$ cat src/rtl/button_conditioner.sv
// Debounces two raw push-buttons: stop toggles a run/pause level, back emits
// single-cycle pulses with auto-repeat while held.
module button_conditioner #(
    parameter int unsigned DEBOUNCE       = 1000000,
    parameter int unsigned REPEAT         = 25000000,
    parameter int unsigned CNT_W          = 25,
    parameter bit          BTN_ACTIVE_LOW = 1'b1
) (
    input  logic iclk,
    input  logic irst,
    input  logic ibtn_stop,
    input  logic ibtn_back,
    output logic ostop,
    output logic oback,
    output logic ostop_evt
);

    typedef enum logic [1:0] {
        IDLE           = 2'd0,
        BOUNCE_PRESS   = 2'd1,
        PRESSED        = 2'd2,
        BOUNCE_RELEASE = 2'd3
    } state_t;

    localparam logic             IDLE_LVL = BTN_ACTIVE_LOW ? 1'b1 : 1'b0;
    // The transition fires on the cycle the counter would reach DEBOUNCE-1.
    localparam logic [CNT_W-1:0] DB_LAST  = CNT_W'(DEBOUNCE - 2);
    localparam logic [CNT_W-1:0] REP_LAST = CNT_W'(REPEAT - 1);

    // Channel 0 = stop, channel 1 = back.
    logic [1:0] raw_pin;
    logic [1:0] press_evt;
    logic [1:0] in_pressed;
    logic [1:0] level_pressed;

    assign raw_pin = {ibtn_back, ibtn_stop};

    genvar gi;
    generate
        for (gi = 0; gi < 2; gi++) begin : g_chan
            logic             meta_q;
            logic             sync_q;
            logic             pressed;
            logic             evt;
            state_t           state_q, state_d;
            logic [CNT_W-1:0] cnt_q, cnt_d;

            assign pressed = BTN_ACTIVE_LOW ? ~sync_q : sync_q;

            always_ff @(posedge iclk or negedge irst) begin
                if (!irst) begin
                    meta_q  <= IDLE_LVL;
                    sync_q  <= IDLE_LVL;
                    state_q <= IDLE;
                    cnt_q   <= '0;
                end else begin
                    meta_q  <= raw_pin[gi];
                    sync_q  <= meta_q;
                    state_q <= state_d;
                    cnt_q   <= cnt_d;
                end
            end

            always_comb begin
                state_d = state_q;
                cnt_d   = cnt_q;
                evt     = 1'b0;
                case (state_q)
                    IDLE: begin
                        if (pressed) begin
                            state_d = BOUNCE_PRESS;
                            cnt_d   = '0;
                        end
                    end
                    BOUNCE_PRESS: begin
                        if (!pressed) begin
                            state_d = IDLE;
                            cnt_d   = '0;
                        end else if (cnt_q == DB_LAST) begin
                            state_d = PRESSED;
                            cnt_d   = '0;
                            evt     = 1'b1;
                        end else begin
                            cnt_d = cnt_q + CNT_W'(1);
                        end
                    end
                    PRESSED: begin
                        if (!pressed) begin
                            state_d = BOUNCE_RELEASE;
                            cnt_d   = '0;
                        end
                    end
                    BOUNCE_RELEASE: begin
                        if (pressed) begin
                            state_d = PRESSED;
                            cnt_d   = '0;
                        end else if (cnt_q == DB_LAST) begin
                            state_d = IDLE;
                            cnt_d   = '0;
                        end else begin
                            cnt_d = cnt_q + CNT_W'(1);
                        end
                    end
                    default: begin
                        state_d = IDLE;
                        cnt_d   = '0;
                    end
                endcase
            end

            assign press_evt[gi]     = evt;
            assign in_pressed[gi]    = (state_q == PRESSED);
            assign level_pressed[gi] = pressed;
        end
    endgenerate

    logic             ostop_q, ostop_d;
    logic             ostop_evt_q, ostop_evt_d;
    logic             oback_q, oback_d;
    logic [CNT_W-1:0] rep_q, rep_d;

    always_comb begin
        ostop_d     = ostop_q ^ press_evt[0];
        ostop_evt_d = press_evt[0];
        oback_d     = press_evt[1];
        rep_d       = '0;
        // Repeat counter only advances while the back channel stays in PRESSED.
        if (in_pressed[1]) begin
            if (rep_q == REP_LAST) begin
                oback_d = 1'b1;
            end else if (level_pressed[1]) begin
                rep_d = rep_q + CNT_W'(1);
            end
        end
    end

    always_ff @(posedge iclk or negedge irst) begin
        if (!irst) begin
            ostop_q     <= 1'b1;
            ostop_evt_q <= 1'b0;
            oback_q     <= 1'b0;
            rep_q       <= '0;
        end else begin
            ostop_q     <= ostop_d;
            ostop_evt_q <= ostop_evt_d;
            oback_q     <= oback_d;
            rep_q       <= rep_d;
        end
    end

    assign ostop     = ostop_q;
    assign ostop_evt = ostop_evt_q;
    assign oback     = oback_q;

endmodule

$ cat config.mk
export PLATFORM = sky130hd
export DESIGN_NAME = button_conditioner
export DESIGN_NICKNAME = d
export VERILOG_FILES = /design/src/rtl/button_conditioner.sv
export SDC_FILE = /design/constraint.sdc
export NUM_CORES = 1
export LEC_CHECK = 0
export ABC_AREA = 1
export CORE_ASPECT_RATIO = 1.25
export CORE_MARGIN = 5
export CORE_UTILIZATION = 61
export DETAILED_ROUTE_END_ITERATION = 7
export HOLD_SLACK_MARGIN = 0.08
export PLACE_DENSITY_LB_ADDON = 0.12
export SETUP_SLACK_MARGIN = 0.15
export SYNTH_ARGS = -nofsm -noshare
export SYNTH_HDL_FRONTEND = slang
export SYNTH_SLANG_ARGS = --single-unit
$ cat constraint.sdc
create_clock -name iclk -period 2 [get_ports iclk]
set_input_delay 0.6 -clock iclk [delete_from_list [all_inputs] [get_ports iclk]]
set_output_delay 0.6 -clock iclk [all_outputs]
set_load 0.02 [all_outputs]
==> reports/results.tsv, run 1 <==
stage	metric	value	unit
status	outcome	finished, final reports clean	
clock_tree	clk_latency	0.36	ns
clock_tree	cts_buffers	9	
layout	area_growth	9.83	%
placement	hpwl	8630	um
sta	finalSetupViolations	0	
grt	grt_pass1_vias	4716	
detailed_routing	vias	4761	
grt	grt_antenna_before_repair	0	
critical_path	crit_chain	ha_4 > nand3_1 > nor2_1 > nand3_1 > nor2_4 > nand3_1 > nand2_1 > nand2_1 > nor2_1	
placement	port_buffers	6	
detailed_routing	avgRoutedWirePerCell	13.7	um
clock_tree	path_clk_slew	0.09	ns
die	start_util	62.7	%
critical_path	cp_slowest_cell	dfrtp_2	
yosys	yosysTopAreaCellShare	39.0	%
clock_tree	cts_htree_levels	3	
grt	grt_remaining_overflow	0	
yosys	synth_common_cells	nand2_1, nor2_1, inv_1	
critical_path	cp-start-kind	flip-flop	
sta	fin_setup_tns	0	ns
yosys	ys_seq_area_share	41.5	%
sta	fmax	0.560	GHz
clock_tree	ctsHoldBuffers	0	
critical_path	critical_path_required	2.29	ns
sta	slew_violations	0	
power_and_ir_drop	power	3.72	mW
critical_path	critPathCaptureType	flip-flop	
yosys	ys_warn_count	0	
die	io_pins	7	
die	die_y	113	um
detailed_routing	drc	0	
sta	holdWs	0.146	ns
sta	period_needed	1.78	ns
worst_hold_path	min_path_type	in2async	
grt	grt_usage	24.0	%
sta	tightestPinTransition	0.578	ns
die	core	0.00829	mm^2
layout	stdcell_count	859	
yosys	synthMostInstantiatedCell	nand2_1	
critical_path	slowest_delay	0.44	ns
critical_path	r2r_start	g_chan[0].cnt_q[0]	
die	die_width	92.5	um
detailed_routing	via_per_inst	5.54	
layout	nets	766	
critical_path	path_max_fanout	7	
sta	finalHoldViolations	0	
critical_path	path_common_cell	nand3_1	
die	rows	37	
yosys	yosysTopAreaCell	dfrtp_1	
placement	placed_cells	838	
detailed_routing	routed_wl	11700	um
clock_tree	cts_tree	yes	
placement	pre_cts_slack	-0.0102	ns
yosys	async_flop_share	100	%
yosys	syn_avg_cell_area	7.10	um^2
sta	rsz0062_at_grt	true	
layout	drive_above_1_share	11.3	%
power_and_ir_drop	leakagePower	2.47	nW
yosys	synth_fp_nets	741	
sta	post-route-period-util	89.2	%
grt	grt_pass1_wl	20600	um
yosys	synth_top_flop_cell	dfrtp_1	
yosys	synth_area_leaders	dfrtp_1, nand2_1, nor2_1	
critical_path	worstSetupStartpoint	g_chan[0].cnt_q[0]	
detailed_routing	drt-initial-drc-count	240	
detailed_routing	postRouteAntennaNets	0	
placement	place.gp.congestion	0.907	
layout	diodes	0	
sta	worst_slack	0.216	ns
yosys	syn_inst	732	
critical_path	critical_path_class	reg2reg	
clock_tree	cts.sinks	86	
clock_tree	clock_path_buffers	2	
die	die_area	0.0105	mm^2
clock_tree	cts_root_buffer	clkbuf_8	
detailed_routing	drtPass1Iterations	5	
yosys	synth_enable_flop_cells	0	
sta	fin_skew	0.00902	ns
power_and_ir_drop	peakVddDrop	0.475	mV
yosys	synth_seq_cells	86	
yosys	synth_cell_type_count	37	
critical_path	cp.arrival	2.07	ns
grt	grt_max_degree	41	
power_and_ir_drop	powerDensity	653	mW/mm^2
flow_run	drv_cap	0	
yosys	syn_area	0.00519	mm^2
sta	relSlewSlack	61.4	%
layout	fill_cells	714	
-- worst max-delay path, delay by kind of cell (launching register included) --
kind	cells	cell delay [ns]
adder cells (fa/ha/maj)	1	0.20
AND/OR/NAND/NOR	8	1.06
flip-flops	1	0.44
-- cell families (layout without fill, tap and decap cells) --
logic type	count (synthesis)	count (layout)	synth area share, %
AND/OR/NAND/NOR	463	464	40.1
adder cells (fa/ha/maj)	5	5	1.20
XOR/XNOR	14	14	2.36
buffers and inverters	108	137	8.67
AO/OA/AOI/OAI	56	56	6.09
flip-flops	86	86	41.5
-- routing by layer --
metal  wire [um]  GRT usage (%)
met5           0              0
met4         270           9.81
met3         413           3.72
met2        6070           42.9
met1        4990           28.7
-- final cells by class --
class | instances | area [um^2] | area share, %
Clock inverter | 7 | 96.3 | 1.69
Inverter | 100 | 380 | 6.67
Sequential cell | 86 | 2160 | 37.9
Multi-Input combinational cell | 539 | 2640 | 46.2
Timing Repair Buffer | 21 | 188 | 3.29
Clock buffer | 9 | 124 | 2.17
Tap cell | 97 | 121 | 2.13
-- per-stage QoR --
step	area [um^2]	util, %
final	5710	68.9
after global routing	5710	68.9
after CTS	5640	68.0
after detailed placement	5410	65.3
after global placement	5410	65.3
after floorplan	5190	-
-- report_power, final --
group / leakage (nW) / internal, mW / switching, mW
combinational: 1.19 / 0.133 / 0.372
sequential: 1.17 / 1.79 / 0.0672
clock: 0.114 / 0.710 / 0.653
total: 2.47 / 2.63 / 1.09
-- repair_timing --
action | in CTS | in global routing
endpoints found under the hold margin | 0 | 0
gates cloned | 0 | 1
resized for setup | 5 | 12
setup buffers | 0 | 4
pin swaps | 0 | 3
endpoints found under the setup margin | 28 | 34
-- cell usage in the layout (no fill, tap or decap), types with 8 or more instances in the layout --
cell type,instances
dfrtp_1,79
xor2_1,10
clkbuf_8,9
nor2_1,104
nor3_1,25
nand4_1,33
nand2_1,200
nor2_4,8
a21oi_1,11
inv_1,97
buf_4,14
nor2_2,22
nand3_1,57
o21ai_0,24
-- worst paths after layout --
| check | endpoint | slack (ns) | cells after the start |
|---|---|---|---|
| setup / recovery | g_chan[0].cnt_q[24] | 0.22 | 9 |
| hold / removal | g_chan[1].cnt_q[15] | 0.15 | 1 |
| setup reg to reg | g_chan[0].cnt_q[24] | 0.22 | 9 |
| hold reg to reg | g_chan[0].sync_q | 0.36 | 0 |
| max in group asynchronous | g_chan[1].cnt_q[13] | 1.26 | 2 |
| min in group iclk | g_chan[0].sync_q | 0.36 | 0 |
-- registers in the layout (all words and copies together) (netlist names), named ones only --
name and flops:
g_chan.meta_q 2, oback 1, ostop 1, ostop_evt 1, g_chan.sync_q 2, g_chan.cnt_q 50
g_chan.state_q 2, rep_q 25
Power figures use the tool's default switching activity.
==> run 2, diff against run 1 <==
ABC_AREA = default   (was 1)
==> run 2 against run 1 <==
  * The flow now finishes with violations (negative setup slack)
  * Sequential cell count did not move
  * Global-route usage rose by 0.63 points
  * Via count fell by 14%
  * Core utilization rose by 16 points
  * Clock power rose by 15%
  * Clock-buffer cell count rose by 4
  * Worst hold slack improved by 0.091 ns
  * Wire length rose by 6.5%
  * Critical path type unchanged
==> reports/results.tsv, run 2 <==
stage	metric	value	unit	change
status	outcome	complete, but fails checks		
status	violations	negative setup slack		
sta	holdWs	0.236	ns	+0.0907 ns
layout	finalInstanceArea	0.00595	mm^2	+4.3%
grt	grt_usage	24.6	%	+0.63 points
die	die_area	0.00906	mm^2	-14%
grt	grt_max_degree	87		+110%
sta	fin_skew	0.0155	ns	+0.00650 ns
critical_path	slowest_delay	0.53	ns	+0.09 ns
critical_path	cp-start-kind	flip-flop		
grt	grt_antenna_before_repair	0		unchanged
clock_tree	cts_root_buffer	clkbuf_8		
clock_tree	cts_htree_levels	3		unchanged
sta	relSlewSlack	46.7	%	-15 points
layout	area_growth	34.7	%	
yosys	synth_top_flop_cell	dfrtp_1		
die	die_y	105	um	-7.1%
sta	post-route-period-util	103	%	+14 points
detailed_routing	avgRoutedWirePerCell	19.4	um	+42%
power_and_ir_drop	powerDensity	606	mW/mm^2	-7.2%
yosys	syn_avg_cell_area	9.52	um^2	+34%
yosys	synth_area_leaders	dfrtp_1, xor2_1, nor2_1		
detailed_routing	drt-initial-drc-count	332		+38%
layout	diodes	0		unchanged
clock_tree	cts_buffers	9		unchanged
sta	slew_violations	0		unchanged
yosys	ys_warn_count	0		unchanged
critical_path	path_max_fanout	6		-1
grt	grt_pass1_vias	3851		-18%
placement	port_buffers	6		unchanged
critical_path	crit_family	simple AND/OR/NAND/NOR gates		
clock_tree	path_clk_slew	0.10	ns	about the same
yosys	synth_seq_cells	86		unchanged
critical_path	critical_path_buf_inv_count	0		unchanged
worst_hold_path	min_path_type	in2async		
yosys	async_flop_share	100	%	unchanged
layout	regMostFlops	g_chan.cnt_q		
critical_path	cp_slowest_cell	or4_4		
sta	finalSetupViolations	28		+28
yosys	yosysTopAreaCell	dfrtp_1		
die	rows	34		-8.1%
clock_tree	clock_path_buffers	2		unchanged
detailed_routing	drtPass1Iterations	5		unchanged
detailed_routing	vias	4105		-14%
layout	layout_commonest_cell	dfrtp_1		
sta	finalHoldViolations	0		unchanged
sta	rsz0062_at_grt	true		
critical_path	critPathCaptureType	flip-flop		
yosys	synthMostInstantiatedCell	dfrtp_1		
die	io_pins	7		unchanged
power_and_ir_drop	leakagePower	2.42	nW	-2.0%
yosys	syn_area	0.00442	mm^2	-15%
placement	hpwl	6210	um	-28%
layout	nets	557		-27%
placement	place.gp.congestion	0.833		-8.2%
detailed_routing	postRouteAntennaNets	0		unchanged
clock_tree	cts.sinks	86		unchanged
grt	grt_remaining_overflow	0		unchanged
layout	largestRegisters	g_chan.cnt_q x50, rep_q x25		
yosys	synth_cell_type_count	48		+30%
power_and_ir_drop	power	3.61	mW	-3.1%
detailed_routing	drc	0		unchanged
yosys	synth_enable_flop_cells	0		unchanged
layout	drive_above_1_share	33.8	%	+23 points
die	start_util	63.0	%	+0.27 points
power_and_ir_drop	peakVddDrop	0.469	mV	-1.2%
yosys	yosysTopAreaCellShare	45.9	%	+6.8 points
layout	final_util	84.8	%	+16 points
clock_tree	clk_latency	0.37	ns	about the same
yosys	synth_common_cells	dfrtp_1, nor2_1, nand2_1		
clock_tree	cts_tree	yes		
yosys	ys_seq_area_share	48.8	%	+7.3 points
die	core	0.00702	mm^2	-15%
critical_path	critical_path_required	2.23	ns	-0.06 ns
grt	grt_pass1_wl	18100	um	-12%
sta	worst_slack	-0.0563	ns	-0.272 ns
die	die_width	86.1	um	-6.9%
layout	final_cell_mix	dfrtp_1, buf_4, nor2_1, nand2_1, nand3_1		
yosys	synth_fp_nets	473		-36%
flow_run	drv_cap	0		unchanged
critical_path	crit_chain	or4_4 > or3_4 > o211a_4 > a41oi_2 > a21oi_1		
detailed_routing	via_per_inst	6.38		+15%
sta	period_needed	2.06	ns	+0.272 ns
layout	largest_reg_flops	50		unchanged
detailed_routing	routed_wl	12500	um	+6.5%
critical_path	cp.arrival	2.29	ns	+0.22 ns
critical_path	critical_path_class	reg2reg		
sta	fmax	0.486	GHz	-13%
yosys	syn_inst	464		-37%
placement	placed_area	0.00495	mm^2	-8.6%
sta	tightestPinTransition	0.799	ns	+0.221 ns
run 2: cell type report:
cell class	count	area [um^2]
repair buffers	85	792
fillers	355	1070
flip-flops and latches	86	2160
inverters	13	61.3
multi-input cells	353	2580
clock inverters	3	90.1
well taps	90	113
clock buffers	13	159
run 2: through the flow:
stage,TNS [ns],std cells,setup slack [ns]
after floorplan,-0.163,464,-0.0140
after global placement,-4.16,594,-0.236
after detailed placement,-6.29,594,-0.361
after CTS,-0.367,623,-0.0305
after global routing,-2.50,643,-0.0987
final,-0.876,643,-0.0563
run 2: kinds of logic after synthesis:
logic type      count (synthesis)  share of synthesized area (%)
xor+xnor                       48                           9.51
flops                          86                           48.8
mux                             3                          0.680
simple gates                  226                           26.3
fa+ha+maj                       5                           1.42
buf+inv                        28                           3.03
compound gates                 68                           10.2
run 2: path summary, 6_finish.rpt:
kind / startpoint / endpoint / slack [ns] / depth (start not counted)
hold / removal: irst / rep_q[13] / 0.24 / 2
min in group iclk: g_chan[0].meta_q / g_chan[0].sync_q / 0.36 / 0
setup reg to reg: g_chan[0].cnt_q[7] / g_chan[0].cnt_q[3] / -0.06 / 5
setup / recovery: g_chan[0].cnt_q[7] / g_chan[0].cnt_q[3] / -0.06 / 5
max in group asynchronous: irst / g_chan[0].meta_q / 1.36 / 2
hold reg to reg: g_chan[0].meta_q / g_chan[0].sync_q / 0.36 / 0
run 2: per-layer routing:
metal,part of all wire (%),routed length [um],vias to the layer above,GRT usage [%]
li1,-,-,1833,-
met3,5.5,693,50,4.33
met4,3.5,432,0,9.84
met5,0,0,-,0
met1,38,4710,2030,31.3
met2,53,6660,192,41.4
run 2: repair_timing:
item                                   4_1_cts  5_1_grt
buffers inserted                            10       17
endpoints found under the hold margin        0        0
setup endpoints to repair                   80       82
resized for setup                           50       71
hold buffers                                 0        0
pin swaps                                   25       38
cloned                                       3        3
run 2: where the power goes:
group / switching (mW) / internal [mW] / leakage [nW] / total, mW
sequential: 0.0209 / 1.76 / 1.18 / 1.78
clock: 0.658 / 0.901 / 0.124 / 1.56
combinational: 0.164 / 0.103 / 1.12 / 0.266
total: 0.842 / 2.77 / 2.42 / 3.61
==> run 3, diff against run 2 <==
CORE_MARGIN = default   (was 5)
==> run 3 against run 2 <==
  * The run still ends with negative setup slack left
  * Register-to-register slack lost 0.02 ns
  * Sequential cell count is the same
  * Die area shrank 16%
  * Final area shrank 1.1%
==> reports/results.tsv, run 3 (synthesis results as in run 2) <==
stage	metric	value	unit	change
status	outcome	complete, but fails checks		
status	violations	negative setup slack		
sta	relSlewSlack	43.3	%	-3.4 points
placement	placed_area	0.00499	mm^2	+0.91%
sta	post-route-period-util	104	%	+0.88 points
die	io_pins	7		unchanged
critical_path	slowest_delay	0.53	ns	about the same
layout	largestRegisters	g_chan.cnt_q x50, rep_q x25		
sta	fin_setup_tns	-1.17	ns	-0.293 ns
grt	grt_remaining_overflow	0		unchanged
detailed_routing	routed_wl	11900	um	-5.0%
sta	slew_violations	0		unchanged
critical_path	cp-start-kind	flip-flop		
die	start_util	63.3	%	+0.38 points
critical_path	crit_chain	or4_4 > or3_4 > o211a_4 > nor2_4 > buf_12 > nor2_1		
clock_tree	cts_htree_levels	3		unchanged
die	core	0.00698	mm^2	-0.61%
placement	placed_cells	600		+1.0%
critical_path	critPathCaptureType	flip-flop		
die	die_width	78.1	um	-9.3%
sta	rsz0062_at_grt	true		
detailed_routing	avgRoutedWirePerCell	18.6	um	-4.3%
power_and_ir_drop	peakVddDrop	0.637	mV	+36%
critical_path	cp.arrival	2.33	ns	+0.04 ns
sta	worst_slack	-0.0738	ns	-0.0176 ns
grt	grt_antenna_before_repair	0		unchanged
sta	fmax	0.482	GHz	-0.85%
sta	finalHoldViolations	0		unchanged
sta	holdWs	0.127	ns	-0.109 ns
die	die_area	0.00759	mm^2	-16%
layout	final_util	84.3	%	-0.45 points
layout	stdcell_count	638		-0.78%
detailed_routing	drtPass1Iterations	5		unchanged
layout	largest_reg_flops	50		unchanged
critical_path	path_max_fanout	16		+10
layout	drive_above_1_share	33.8	%	-0.056 points
layout	layout_commonest_cell	dfrtp_1		
detailed_routing	drt-initial-drc-count	456		+37%
layout	finalInstanceArea	0.00588	mm^2	-1.1%
critical_path	critical_path_required	2.26	ns	+0.03 ns
placement	place.gp.congestion	0.891		+7.0%
layout	area_growth	33.2	%	
detailed_routing	drc	0		unchanged
layout	regMostFlops	g_chan.cnt_q		
detailed_routing	postRouteAntennaNets	0		unchanged
layout	diodes	0		unchanged
clock_tree	path_clk_slew	0.09	ns	about the same
placement	port_buffers	6		unchanged
grt	grt_pass1_vias	3910		+1.5%
clock_tree	clk_latency	0.37	ns	about the same
layout	final_cell_mix	dfrtp_1, buf_4, nor2_1, nand2_1, nand3_1		
critical_path	r2r_cells	6		+1
die	die_y	97.2	um	-7.6%
clock_tree	cts.sinks	86		unchanged
flow_run	drv_cap	0		unchanged
detailed_routing	via_per_inst	6.35		-0.47%
worst_hold_path	min_path_type	in2async		
sta	period_needed	2.07	ns	+0.0176 ns
layout	nets	552		-0.90%
clock_tree	cts_buffers	9		unchanged
clock_tree	cts_tree	yes		
critical_path	cp_slowest_cell	or4_4		
clock_tree	cts_root_buffer	clkbuf_8		
grt	grt_max_degree	34		-61%
power_and_ir_drop	powerDensity	592	mW/mm^2	-2.3%
clock_tree	ctsHoldBuffers	0		unchanged
placement	pre_cts_slack	-0.305	ns	+0.0559 ns
critical_path	critical_path_class	reg2reg		
die	rows	34		unchanged
placement	hpwl	6520	um	+5.0%
detailed_routing	vias	4054		-1.2%
sta	tightestPinTransition	0.850	ns	+0.0507 ns
sta	finalSetupViolations	26		-7.1%
clock_tree	clock_path_buffers	2		unchanged
power_and_ir_drop	leakagePower	2.37	nW	-2.0%
grt	grt_usage	29.9	%	+5.3 points
sta	fin_skew	0.0165	ns	+0.000957 ns
power_and_ir_drop	power	3.48	mW	-3.4%
grt	grt_pass1_wl	17800	um	-1.3%
## run 3: cell types whose count changed in the layout (fill, tap and decap cells not counted), sizes merged
cell      before  now
clkbuf        15   13
buf           78   72
clkinv         1    3
clkinvlp       0    1
a21oi         22   23
bufinv         3    2
## run 3: report_power, final
group	total, mW	switching (mW)	internal, mW
Clock	1.42	0.652	0.772
Combinational	0.280	0.172	0.108
Sequential	1.78	0.0180	1.76
## run 3: critical path, delay by kind of cell (launching register included)
family	cells	cell delay [ns]
AOI/OAI and AO/OA	1	0.29
buffers and inverters	1	0.14
DFF	1	0.41
and+or+nand+nor	4	1.10
## run 3: final cells by class
cell class              instances  area, um^2
multi-input cells             354        2600
flip-flops and latches         86        2160
fillers                       368        1090
repair buffers                 79         724
clock buffers                  11         151
well taps                      90         113
clock inverters                 5        81.3
inverters                      13        53.8
## run 3: path summary, 6_finish.rpt
| path | from | endpoint | slack [ns] |
|---|---|---|---|
| setup / recovery | g_chan[0].cnt_q[6] | g_chan[0].cnt_q[24] | -0.07 |
| hold / removal | irst | g_chan[1].cnt_q[19] | 0.13 |
| setup reg to reg | g_chan[0].cnt_q[6] | g_chan[0].cnt_q[24] | -0.07 |
| hold reg to reg | g_chan[0].meta_q | g_chan[0].sync_q | 0.36 |
| max in group asynchronous | irst | g_chan[1].sync_q | 1.24 |
| min in group iclk | g_chan[0].meta_q | g_chan[0].sync_q | 0.36 |
## run 3: metal layers
metal | GRT usage, % | up-vias | routed length, um | share of wire [%]
met4 | 15.5 | 0 | 402 | 3.4
met2 | 49.7 | 186 | 5980 | 50
met3 | 3.85 | 46 | 631 | 5.3
met5 | 0 | - | 0 | 0
met1 | 38.0 | 2002 | 4860 | 41
li1 | - | 1820 | - | -
## run 3: timing repair
action / in CTS / in global routing
setup endpoints to repair: 80 / 83
pin swaps: 20 / 39
resized for setup: 42 / 79
gates cloned: 4 / 3
hold endpoints to repair: 0 / 0
buffers inserted: 10 / 5
